**config.mk**
```make
export PLATFORM = sky130hd
export DESIGN_NAME = bus_matrix_flat
export DESIGN_NICKNAME = d
export VERILOG_FILES = /design/src/rtl/bus_matrix_pkg.sv /design/src/rtl/bus_matrix_if.sv /design/src/rtl/bus_matrix_rr_arbiter.sv /design/src/rtl/bus_matrix.sv /design/src/flat_wrapper.sv
export SDC_FILE = /design/constraint.sdc
export NUM_CORES = 1
export LEC_CHECK = 0
export CORE_AREA = 2 2 223 225
export DETAILED_ROUTE_END_ITERATION = 8
export DIE_AREA = 0 0 225 227
export GPL_ROUTABILITY_DRIVEN = 0
export PLACE_DENSITY = 0.38
export SLEW_MARGIN = 20
export SYNTH_ARGS = -nofsm -noshare
export SYNTH_HDL_FRONTEND = slang
export SYNTH_SLANG_ARGS = --single-unit
```
**constraint.sdc**
```tcl
create_clock -name clk -period 2.5 [get_ports clk]
set_input_delay 0.5 -clock clk [delete_from_list [all_inputs] [get_ports clk]]
set_output_delay 0.5 -clock clk [all_outputs]
set_load 0.01 [all_outputs]
```
**src/rtl/bus_matrix_pkg.sv**
```systemverilog
// Shared defaults, FSM encoding and sizing helper for the single-layer bus matrix.
package bus_matrix_pkg;

    localparam int DEF_NUM_MASTERS = 2;
    localparam int DEF_NUM_SLAVES  = 4;
    localparam int DEF_ADDR_W      = 16;
    localparam int DEF_DATA_W      = 64;
    localparam int DEF_WIN_LSB     = 11;

    typedef enum logic {
        IDLE = 1'b0,
        BUSY = 1'b1
    } state_t;

    // Index width for n items, never narrower than one bit.
    function automatic int clog2_min1(input int n);
        return (n > 1) ? $clog2(n) : 1;
    endfunction

endpackage

```
**src/rtl/bus_matrix_if.sv**
```systemverilog
// Master- and slave-side signal bundle of the bus matrix; per-master fields are packed arrays.
interface bus_matrix_if
    import bus_matrix_pkg::*;
#(
    parameter int NUM_MASTERS = DEF_NUM_MASTERS,
    parameter int NUM_SLAVES  = DEF_NUM_SLAVES,
    parameter int ADDR_W      = DEF_ADDR_W,
    parameter int DATA_W      = DEF_DATA_W
);
    logic [NUM_MASTERS-1:0]             m_req;
    logic [NUM_MASTERS-1:0]             m_wr;
    logic [NUM_MASTERS-1:0][ADDR_W-1:0] m_addr;
    logic [NUM_MASTERS-1:0][DATA_W-1:0] m_dout;
    logic [NUM_MASTERS-1:0]             m_grant;
    logic [DATA_W-1:0]                  m_din;
    logic                               m_err;

    logic [NUM_SLAVES-1:0]              s_sel;
    logic                               s_wr;
    logic [ADDR_W-1:0]                  s_addr;
    logic [DATA_W-1:0]                  s_din;
    logic [NUM_SLAVES-1:0][DATA_W-1:0]  s_dout;

    modport matrix (
        input  m_req, m_wr, m_addr, m_dout, s_dout,
        output m_grant, m_din, m_err, s_sel, s_wr, s_addr, s_din
    );

    modport master (
        output m_req, m_wr, m_addr, m_dout,
        input  m_grant, m_din, m_err
    );

    modport slave (
        input  s_sel, s_wr, s_addr, s_din,
        output s_dout
    );

endinterface

```
**src/rtl/bus_matrix_rr_arbiter.sv**
```systemverilog
// Combinational round-robin pick: first requester after rr_ptr, wrapping modulo N.
module bus_matrix_rr_arbiter
    import bus_matrix_pkg::*;
#(
    parameter int N  = DEF_NUM_MASTERS,
    parameter int PW = clog2_min1(N)
) (
    input  logic [N-1:0]  req,
    input  logic [PW-1:0] rr_ptr,
    output logic [N-1:0]  win_oh,
    output logic [PW-1:0] win_idx,
    output logic          any_req
);

    int c;

    always_comb begin
        win_oh  = '0;
        win_idx = '0;
        any_req = 1'b0;
        c       = 0;
        for (int k = 1; k <= N; k++) begin
            c = int'(rr_ptr) + k;
            if (c >= N) c = c - N;
            if (!any_req && c < N && req[c]) begin
                any_req   = 1'b1;
                win_oh[c] = 1'b1;
                win_idx   = PW'(c);
            end
        end
    end

endmodule

```
**src/rtl/bus_matrix.sv**
```systemverilog
// Single-layer bus: round-robin grant with lock, window decode to one-hot slave select,
// and registered steering of the 1-cycle slave read data back to the masters.
module bus_matrix
    import bus_matrix_pkg::*;
#(
    parameter int NUM_MASTERS = DEF_NUM_MASTERS,
    parameter int NUM_SLAVES  = DEF_NUM_SLAVES,
    parameter int ADDR_W      = DEF_ADDR_W,
    parameter int DATA_W      = DEF_DATA_W,
    parameter int WIN_LSB     = DEF_WIN_LSB
) (
    input logic          clk,
    input logic          reset,
    bus_matrix_if.matrix bus
);

    localparam int MW = clog2_min1(NUM_MASTERS);
    localparam int SW = clog2_min1(NUM_SLAVES);

    typedef struct packed {
        logic              wr;
        logic [ADDR_W-1:0] addr;
        logic [DATA_W-1:0] data;
    } bus_req_t;

    state_t                 state, state_nxt;
    logic [MW-1:0]          owner, owner_nxt, rr_ptr, rr_ptr_nxt, win_idx;
    logic [NUM_MASTERS-1:0] grant_q, grant_nxt, win_oh;
    logic                   any_req;
    bus_req_t               rt;
    logic                   active, hit, err_q, rd_pend;
    logic [SW-1:0]          idx, rd_idx;
    logic [NUM_SLAVES-1:0]  sel;

    bus_matrix_rr_arbiter #(.N(NUM_MASTERS), .PW(MW)) u_arb (
        .req     (bus.m_req),
        .rr_ptr  (rr_ptr),
        .win_oh  (win_oh),
        .win_idx (win_idx),
        .any_req (any_req)
    );

    always_ff @(posedge clk or posedge reset) begin
        if (reset) begin
            state   <= IDLE;
            owner   <= '0;
            rr_ptr  <= MW'(NUM_MASTERS - 1);
            grant_q <= '0;
            err_q   <= 1'b0;
            rd_pend <= 1'b0;
            rd_idx  <= '0;
        end else begin
            state   <= state_nxt;
            owner   <= owner_nxt;
            rr_ptr  <= rr_ptr_nxt;
            grant_q <= grant_nxt;
            err_q   <= active & ~hit;
            rd_pend <= hit & ~rt.wr;
            rd_idx  <= idx;
        end
    end

    // With the owner's request low, the arbiter only sees the other masters, so a
    // release hands the bus over at the next edge without an idle cycle.
    always_comb begin
        state_nxt  = state;
        owner_nxt  = owner;
        rr_ptr_nxt = rr_ptr;
        grant_nxt  = grant_q;
        case (state)
            IDLE: if (any_req) begin
                state_nxt  = BUSY;
                grant_nxt  = win_oh;
                owner_nxt  = win_idx;
                rr_ptr_nxt = win_idx;
            end
            BUSY: if (!bus.m_req[owner]) begin
                if (any_req) begin
                    grant_nxt  = win_oh;
                    owner_nxt  = win_idx;
                    rr_ptr_nxt = win_idx;
                end else begin
                    state_nxt = IDLE;
                    grant_nxt = '0;
                end
            end
            default: state_nxt = IDLE;
        endcase
    end

    always_comb begin
        rt     = '0;
        active = 1'b0;
        if (state == BUSY && int'(owner) < NUM_MASTERS && bus.m_req[owner]) begin
            active  = 1'b1;
            rt.wr   = bus.m_wr[owner];
            rt.addr = bus.m_addr[owner];
            rt.data = bus.m_dout[owner];
        end
    end

    assign idx = rt.addr[WIN_LSB +: SW];
    assign hit = active && (int'(idx) < NUM_SLAVES) && ((rt.addr >> (WIN_LSB + SW)) == '0);

    always_comb begin
        sel = '0;
        if (hit) sel[idx] = 1'b1;
    end

    assign bus.m_grant = grant_q;
    assign bus.m_err   = err_q;
    assign bus.m_din   = rd_pend ? bus.s_dout[rd_idx] : '0;
    assign bus.s_sel   = sel;
    assign bus.s_wr    = hit & rt.wr;
    assign bus.s_addr  = rt.addr;
    assign bus.s_din   = rt.data;

endmodule
```
**src/flat_wrapper.sv**
```systemverilog
// flat-port wrapper written by rule: the top's interface ports become plain ports
module bus_matrix_flat import bus_matrix_pkg::*;
#(
    parameter int NUM_MASTERS = DEF_NUM_MASTERS,
    parameter int NUM_SLAVES  = DEF_NUM_SLAVES,
    parameter int ADDR_W      = DEF_ADDR_W,
    parameter int DATA_W      = DEF_DATA_W,
    parameter int WIN_LSB     = DEF_WIN_LSB
)
  (clk, reset, bus_m_req, bus_m_wr, bus_m_addr, bus_m_dout, bus_s_dout, bus_m_grant, bus_m_din, bus_m_err, bus_s_sel, bus_s_wr, bus_s_addr, bus_s_din);
  bus_matrix_if #(.NUM_MASTERS(NUM_MASTERS), .NUM_SLAVES(NUM_SLAVES), .ADDR_W(ADDR_W), .DATA_W(DATA_W)) bus_i ();
  input logic clk;
  input logic reset;
  input wire logic [$bits(bus_i.m_req)-1:0] bus_m_req;
  input wire logic [$bits(bus_i.m_wr)-1:0] bus_m_wr;
  input wire logic [$bits(bus_i.m_addr)-1:0] bus_m_addr;
  input wire logic [$bits(bus_i.m_dout)-1:0] bus_m_dout;
  input wire logic [$bits(bus_i.s_dout)-1:0] bus_s_dout;
  output wire logic [$bits(bus_i.m_grant)-1:0] bus_m_grant;
  output wire logic [$bits(bus_i.m_din)-1:0] bus_m_din;
  output wire logic [$bits(bus_i.m_err)-1:0] bus_m_err;
  output wire logic [$bits(bus_i.s_sel)-1:0] bus_s_sel;
  output wire logic [$bits(bus_i.s_wr)-1:0] bus_s_wr;
  output wire logic [$bits(bus_i.s_addr)-1:0] bus_s_addr;
  output wire logic [$bits(bus_i.s_din)-1:0] bus_s_din;
  assign bus_i.m_req = bus_m_req;
  assign bus_i.m_wr = bus_m_wr;
  assign bus_i.m_addr = bus_m_addr;
  assign bus_i.m_dout = bus_m_dout;
  assign bus_i.s_dout = bus_s_dout;
  assign bus_m_grant = bus_i.m_grant;
  assign bus_m_din = bus_i.m_din;
  assign bus_m_err = bus_i.m_err;
  assign bus_s_sel = bus_i.s_sel;
  assign bus_s_wr = bus_i.s_wr;
  assign bus_s_addr = bus_i.s_addr;
  assign bus_s_din = bus_i.s_din;
  bus_matrix #(.NUM_MASTERS(NUM_MASTERS), .NUM_SLAVES(NUM_SLAVES), .ADDR_W(ADDR_W), .DATA_W(DATA_W), .WIN_LSB(WIN_LSB)) u_core (.clk(clk), .reset(reset), .bus(bus_i));
endmodule
```
==> results.rst, run 1 <==
.. list-table::
   :header-rows: 1

   * - Metric
     - Value
   * - Synthesized flop and latch total
     - 9
   * - Remaining Overflow, GRT
     - 0
   * - Die outline area
     - 51100 sq um
   * - Starting density of the core
     - 7.41%
   * - Total cell area at the placement stage
     - 10500 sq um
   * - Most frequent cells in the layout
     - sky130_fd_sc_hd__clkdlybuf4s50_1 (416), sky130_fd_sc_hd__mux2i_1 (78), sky130_fd_sc_hd__nor2_1 (73), sky130_fd_sc_hd__and2_1 (65), sky130_fd_sc_hd__mux4_2 (64)
   * - Signal arrival time at the worst endpoint
     - 2.13 ns
   * - Proportion of layout cells with a drive suffix above 1
     - 21.3%
   * - Worst Hold Launch
     - u_core.rr_ptr$_DFFE_PP1P_
   * - FFs w/ async S/R, synth
     - 100%
   * - Worst clock skew
     - 0.00140 ns
   * - Post-route minimum period
     - 2.63 ns
   * - Setup crit start
     - u_core.owner$_DFFE_PP0P_
   * - Number of cell rows
     - 81
   * - Detailed-route wire length
     - 33800 um
   * - Worst Setup End Kind
     - output pin
   * - Clock latency reported for the late side of the worst-skew pair
     - 0.24 ns
   * - Share of the synthesized area in the top cell type
     - 40.1%
   * - Cell accounting for the most synthesized area
     - sky130_fd_sc_hd__mux4_2
   * - Fin Hold WS
     - 0.541 ns
   * - Register-to-Register Path Depth
     - 4
   * - Die span in y
     - 227 um
   * - Via count of the first global-routing pass
     - 6140
   * - Power per standard cell area
     - 264 nW/um^2
   * - Leakage power of the design
     - 4.26 nW
   * - Start-to-end type of the worst setup path
     - flop to output pin
   * - Hold Violations, Final
     - 0
   * - Type of element launching the critical path
     - flop
   * - Maximum number of pins on one net before global-route repair
     - 58
   * - Area of the core
     - 48500 sq um
   * - Min-delay worst type
     - flop to flop
   * - Most common cell after layout, fill and taps aside
     - sky130_fd_sc_hd__clkdlybuf4s50_1
   * - Setup repair after global routing missed its margin
     - yes
   * - Number of H-tree branching levels
     - 1
   * - Cell area after layout
     - 10500 sq um
   * - Number of inserted filler cells in the final layout
     - 5407
   * - Yosys warnings
     - 0
   * - Launching point of the worst reg2reg path
     - u_core.owner$_DFFE_PP0P_
   * - Number of nets in the synthesized netlist
     - 802
   * - Synthesized area divided by synthesized cell count
     - 9.46 sq um
   * - Sequential cell area fraction in the yosys report
     - 6.30%
   * - Post-route clock period utilization
     - 105%
   * - Die X
     - 225 um
   * - Via count
     - 5595
   * - Final setup margin
     - -0.133 ns
   * - Iteration count of the initial detailed-routing pass
     - 4
   * - Data required, critical path
     - 2.00 ns
   * - Crit Path Max Fanout
     - 6
   * - Final HPWL from detailed placement
     - 30300 um
   * - Failing checks
     - setup timing
   * - Final total negative setup slack
     - -0.400 ns
   * - Antenna violations before repair
     - 6
   * - Clk buf depth
     - 2
   * - Wire length per cell
     - 21.1 um
   * - ANT nets after route
     - 0
   * - Number of nets in the final layout
     - 1401
   * - Wire length of the first global-routing pass
     - 44200 um
   * - Main area contributors after synthesis
     - sky130_fd_sc_hd__mux4_2 (40%), sky130_fd_sc_hd__mux2i_1 (22%), sky130_fd_sc_hd__and2_1 (12%), sky130_fd_sc_hd__nor2_1 (8.4%), sky130_fd_sc_hd__dfrtp_1 (5.6%)
   * - Total CTS buffers
     - 3
   * - Maximum clock frequency
     - 0.380 GHz
   * - Post-synth EDFFs
     - 0
   * - Worst Max-Slew Pin Slew
     - 0.422 ns
   * - Largest stage delay on the critical path
     - 0.66 ns
   * - Post-CTS clock slew at the launch and capture registers of the worst setup and hold paths
     - 0.04 ns
   * - Clk Tree Root Cell
     - sky130_fd_sc_hd__clkbuf_16
   * - Post-DR vias/cell
     - 3.49
   * - Depth of the critical timing path with buffers and inverters included
     - 5
   * - CP Buf/Inv Count
     - 1
   * - Category of cells accounting for the largest share of critical-path delay
     - simple AND/OR/NAND/NOR gates
   * - Ports placed on the boundary
     - 574
   * - Worst path cell trace
     - and2_4, a22o_1, or4b_4, nor3b_2, buf_2
   * - Number of DRC markers after the initial detailed-route iteration
     - 117
   * - Area of the mapped netlist
     - 3600 sq um
   * - TritonCTS clock tree
     - done
   * - Primary flip-flop cell chosen by synthesis mapping
     - sky130_fd_sc_hd__dfrtp_1
   * - Run status
     - finished with violations
   * - Setup violations, final
     - 5
   * - Worst Hold Depth
     - 2
   * - Total GRT Usage
     - 12.2%
   * - Count of different cell masters after synthesis
     - 30
   * - Number of sinks handled by clock tree synthesis
     - 9
   * - Synthesis-to-finish area growth
     - 192%
   * - Count of final max-slew check failures
     - 0
   * - Number of instances in the synthesized netlist
     - 380
   * - Normalized max-slew margin
     - 71.0%
   * - Total of buffers placed on input and output ports
     - 573
   * - DR DRC count
     - 0
   * - Cell at the slowest stage of the critical path
     - sky130_fd_sc_hd__or4b_4
   * - Max-capacitance violation count
     - 0
   * - Peak supply drop
     - 0.142 mV
-- cell usage after synthesis (2+ instances only) --
| master | instances |
|---|---|
| sky130_fd_sc_hd__dfrtp_1 | 8 |
| sky130_fd_sc_hd__o21ai_0 | 5 |
| sky130_fd_sc_hd__nand3_1 | 2 |
| sky130_fd_sc_hd__a31oi_1 | 2 |
| sky130_fd_sc_hd__a22o_1 | 2 |
| sky130_fd_sc_hd__mux2i_1 | 78 |
| sky130_fd_sc_hd__buf_2 | 18 |
| sky130_fd_sc_hd__a21oi_1 | 5 |
| sky130_fd_sc_hd__buf_1 | 3 |
| sky130_fd_sc_hd__and2_1 | 67 |
| sky130_fd_sc_hd__nor3b_2 | 2 |
| sky130_fd_sc_hd__nor2_1 | 80 |
| sky130_fd_sc_hd__nand2_1 | 3 |
| sky130_fd_sc_hd__nor2b_1 | 2 |
| sky130_fd_sc_hd__clkbuf_1 | 22 |
| sky130_fd_sc_hd__mux4_2 | 64 |
| sky130_fd_sc_hd__inv_1 | 4 |
-- worst register-to-register path, cell delays in order (launching register included) --
cell                      delay (ns)
sky130_fd_sc_hd__dfrtp_4        0.48
sky130_fd_sc_hd__and2_4         0.16
sky130_fd_sc_hd__a22o_1         0.24
sky130_fd_sc_hd__or4b_4         0.66
sky130_fd_sc_hd__nor2b_1        0.14
-- cell type report --
class                   instances  area (sq um)  share of cell area (%)
well taps                     622           778                    7.41
clock buffers                   4          78.8                   0.750
flip-flops and latches          9           236                    2.25
inverters                       4          15.0                   0.143
diodes                          1          2.50                  0.0238
multi-input cells             324          3220                    30.6
repair buffers                637          6180                    58.8
-- where the power goes --
group	switching, W	total [W]	internal, W	leakage, nW
Combinational	0.000858	0.00228	0.00142	4.11
Sequential	0.0000260	0.000201	0.000175	0.104
Clock	0.0000810	0.000295	0.000214	0.0382
Total	0.000965	0.00278	0.00181	4.26
-- sequential cells by signal, indices dropped and copies added (netlist names) --
| name | cells |
|---|---|
| u_core.bus.m_err | 1 |
| u_core.owner | 1 |
| u_core.rd_pend | 1 |
| u_core.rr_ptr | 1 |
| u_core.rd_idx | 2 |
| u_core.state | 1 |
| u_core.bus.m_grant | 2 |
-- per-stage QoR --
stage / std cells / power, W / util [%] / setup WS [ns]
2_1_floorplan: 380 / 0.00107 / - / 0.0970
3_3_place_gp: 1589 / 0.00254 / 21.5 / -0.965
3_5_place_dp: 1589 / 0.00254 / 21.5 / -0.960
4_1_cts: 1598 / 0.00282 / 21.7 / -0.192
5_1_grt: 1600 / 0.00297 / 21.6 / -0.194
6_report: 1601 / 0.00278 / 21.6 / -0.133
-- metal layers --
metal	vias up	track usage (%)	wire (um)
li1	2613	-	-
met1	2606	11.6	11200
met2	358	26.1	19200
met3	16	3.37	3000
met4	2	1.54	349
met5	-	0	13
-- final timing paths --
kind                                              endpoint  slack [ns]
min in group asynchronous       u_core.rd_idx[0]$_DFF_PP0_        0.57
worst min-delay path             u_core.rr_ptr$_DFFE_PP1P_        0.54
worst max register to register    u_core.rd_pend$_DFF_PP0_        0.75
max in group asynchronous         u_core.owner$_DFFE_PP0P_        1.60
worst min register to register   u_core.rr_ptr$_DFFE_PP1P_        0.54
worst max-delay path                          bus_s_sel[1]       -0.13
-- logic make-up (layout without fill, tap and decap cells) --
group                  after synthesis  count (layout)  share of synthesized area (%)
DFF                                  9               9                           6.30
buffers and inverters               47             645                           5.53
muxes                              142             142                           61.8
other                                0               1                              0
AOI/OAI and AO/OA                   19              19                           3.34
and+or+nand+nor                    163             163                           23.0
-- what timing repair did --
item,in CTS,in global routing
pin swaps,9,6
endpoints found under the setup margin,149,70
gates cloned,1,1
gates resized for setup,233,125
hold buffers,0,0
buffers inserted,5,1
Power figures use the tool's default switching activity.
==> run 2, diff against run 1 <==
PLACE_DENSITY = default   (was 0.38)
==> run 2 against run 1 <==
Net effect: the flow still finishes with violations (setup timing); maximum frequency is 2.6% higher; hold slack worse by 0.0036 ns; design area is 1.7% higher; sequential power is 3% lower; global-route usage is 0.17 points lower; via count is 4.6% higher; combinational power is 7% higher; register-to-register slack worse by 0.10 ns; cell count is 1.2% higher.
==> results.rst, run 2 (synthesis results as in run 1) <==
.. list-table::
   :header-rows: 1

   * - Metric
     - Value
   * - Total GRT Usage
     - 12.0% (was 12.2%)
   * - Worst Max-Slew Pin Slew
     - 0.485 ns (was 0.422 ns)
   * - Synthesis-to-finish area growth
     - 197% (was 192%)
   * - Die span in y
     - 227 um (unchanged)
   * - Setup repair after global routing missed its margin
     - yes (unchanged)
   * - Ports placed on the boundary
     - 574 (unchanged)
   * - Die outline area
     - 51100 sq um (unchanged)
   * - Iteration count of the initial detailed-routing pass
     - 4 (unchanged)
   * - Detailed-route wire length
     - 33800 um (about the same)
   * - Most common cell after layout, fill and taps aside
     - sky130_fd_sc_hd__clkdlybuf4s50_1 (unchanged)
   * - Post-CTS clock slew at the launch and capture registers of the worst setup and hold paths
     - 0.04 ns (about the same)
   * - Number of H-tree branching levels
     - 1 (unchanged)
   * - Via count of the first global-routing pass
     - 6131 (was 6140)
   * - Start-to-end type of the worst setup path
     - flop to output pin (unchanged)
   * - Final total negative setup slack
     - -0.185 ns (was -0.400 ns)
   * - Clk Tree Root Cell
     - sky130_fd_sc_hd__clkbuf_16 (unchanged)
   * - Post-DR vias/cell
     - 3.61 (was 3.49)
   * - Clock latency reported for the late side of the worst-skew pair
     - 0.25 ns (was 0.24 ns)
   * - Maximum number of pins on one net before global-route repair
     - 65 (was 58)
   * - Total CTS buffers
     - 3 (unchanged)
   * - Final HPWL from detailed placement
     - 28300 um (was 30300 um)
   * - Most frequent cells in the layout
     - sky130_fd_sc_hd__clkdlybuf4s50_1 (417), sky130_fd_sc_hd__mux2i_1 (78), sky130_fd_sc_hd__nor2_1 (72), sky130_fd_sc_hd__mux4_2 (64), sky130_fd_sc_hd__and2_1 (59) (was sky130_fd_sc_hd__clkdlybuf4s50_1 (416), sky130_fd_sc_hd__mux2i_1 (78), sky130_fd_sc_hd__nor2_1 (73), sky130_fd_sc_hd__and2_1 (65), sky130_fd_sc_hd__mux4_2 (64))
   * - Failing checks
     - setup timing (unchanged)
   * - Crit Path Max Fanout
     - 6 (unchanged)
   * - Via count
     - 5854 (was 5595)
   * - Worst Setup End Kind
     - output pin (unchanged)
   * - Number of sinks handled by clock tree synthesis
     - 9 (unchanged)
   * - Area of the core
     - 48500 sq um (unchanged)
   * - Proportion of layout cells with a drive suffix above 1
     - 29.3% (was 21.3%)
   * - Total of buffers placed on input and output ports
     - 573 (unchanged)
   * - Total chip power
     - 0.00296 W (was 0.00278 W)
   * - Wire length per cell
     - 20.8 um (was 21.1 um)
   * - Peak supply drop
     - 0.151 mV (was 0.142 mV)
   * - Number of cell rows
     - 81 (unchanged)
   * - Antenna violations before repair
     - 19 (was 6)
   * - Signal arrival time at the worst endpoint
     - 2.07 ns (was 2.13 ns)
   * - Normalized max-slew margin
     - 67.7% (was 71.0%)
   * - Die X
     - 225 um (unchanged)
   * - Post-route clock period utilization
     - 103% (was 105%)
   * - Worst clock skew
     - 0.00480 ns (was 0.00140 ns)
   * - Wire length of the first global-routing pass
     - 43200 um (was 44200 um)
   * - Type of element launching the critical path
     - flop (unchanged)
   * - Count of final max-slew check failures
     - 0 (unchanged)
   * - Run status
     - finished with violations (unchanged)
   * - Starting density of the core
     - 7.41% (unchanged)
   * - Clk buf depth
     - 2 (unchanged)
   * - TritonCTS clock tree
     - done (unchanged)
   * - Post-placement cell count
     - 1581 (was 1589)
   * - Power per standard cell area
     - 277 nW/um^2 (was 264 nW/um^2)
   * - Leakage power of the design
     - 4.47 nW (was 4.26 nW)
   * - Number of nets in the final layout
     - 1420 (was 1401)
   * - Post-route minimum period
     - 2.57 ns (was 2.63 ns)
   * - Max-capacitance violation count
     - 0 (unchanged)
   * - Number of DRC markers after the initial detailed-route iteration
     - 174 (was 117)
   * - Setup violations, final
     - 5 (unchanged)
   * - Remaining Overflow, GRT
     - 0 (unchanged)
   * - Hold Violations, Final
     - 0 (unchanged)
   * - Maximum clock frequency
     - 0.390 GHz (was 0.380 GHz)
   * - Final setup margin
     - -0.0660 ns (was -0.133 ns)
   * - DR DRC count
     - 0 (unchanged)
   * - ANT nets after route
     - 0 (unchanged)
   * - Min-delay worst type
     - flop to flop (unchanged)
   * - Post-route insts no fill
     - 1620 (was 1601)
   * - Data required, critical path
     - 2.00 ns (about the same)
==> run 2: cell types whose count changed in the layout (fill, tap and decap cells not counted), sizes merged <==
cell	change
bufbuf	+4
clkdlybuf4s15	-28
clkbuf	+11
clkinv	+1
dlygate4sd2	-33
buf	+58
clkdlybuf4s50	+1
dlymetal6s2s	+5
==> run 2: metrics by stage <==
step	util, %	worst slack (ns)	cell area, sq um	hold WS [ns]
finish	22.0	-0.0660	10700	0.538
global route	22.0	-0.136	10700	0.575
CTS	22.0	-0.126	10700	0.531
detailed placement	21.3	-0.782	10400	0.524
global placement	21.3	-0.794	10400	0.534
floorplan	-	0.0970	3600	0.327
==> run 2: routing by layer <==
metal	global-route usage [%]	part of all wire [%]	routed length, um
met5	0	0.039	13
met4	4.14	3.4	1150
met3	2.36	8.3	2810
met2	24.0	54	18200
met1	12.4	34	11600
==> run 2: what timing repair did <==
item                                    in CTS  in global routing
buffers inserted                            14                 12
gates cloned                                 7                  3
pin swaps                                    7                  6
hold buffers                                 0                  0
endpoints found under the setup margin     149                 86
endpoints found under the hold margin        0                  0
resized for setup                          362                152
==> run 2: area by class of cell <==
type / count / area [sq um]
Sequential cell: 9 / 235
Multi-Input combinational cell: 324 / 3250
Fill cell: 5336 / 37900
Timing Repair Buffer: 656 / 6330
Clock buffer: 3 / 75.1
Clock inverter: 1 / 5.00
Tap cell: 622 / 778
Antenna cell: 1 / 2.50
Inverter: 4 / 15.0
==> run 2: path summary, 6_finish.rpt <==
check	cells past startpoint	start	to	slack, ns
hold / removal	1	u_core.bus.m_grant[0]$_DFFE_PP0P_	u_core.bus.m_grant[0]$_DFFE_PP0P_	0.54
setup reg to reg	9	u_core.owner$_DFFE_PP0P_	u_core.rd_idx[1]$_DFF_PP0_	0.65
max in group asynchronous	2	reset	u_core.owner$_DFFE_PP0P_	1.56
min in group asynchronous	2	reset	u_core.bus.m_grant[1]$_DFFE_PP0P_	0.57
setup / recovery	5	u_core.owner$_DFFE_PP0P_	bus_s_sel[1]	-0.07
hold reg to reg	1	u_core.bus.m_grant[0]$_DFFE_PP0P_	u_core.bus.m_grant[0]$_DFFE_PP0P_	0.54
==> run 2: where the power goes <==
group          internal [W]  switching (W)  leakage (nW)
clock              0.000213      0.0000991        0.0409
combinational       0.00154       0.000908          4.33
sequential         0.000175      0.0000193         0.106
total               0.00193        0.00103          4.47
==> run 2: worst max-delay path, cell delays in order, from the launching register on <==
cell	delay, ns
sky130_fd_sc_hd__dfrtp_4	0.49
sky130_fd_sc_hd__and2_4	0.15
sky130_fd_sc_hd__a22o_1	0.21
sky130_fd_sc_hd__or4b_4	0.60
sky130_fd_sc_hd__nor3b_2	0.20
sky130_fd_sc_hd__buf_2	0.15
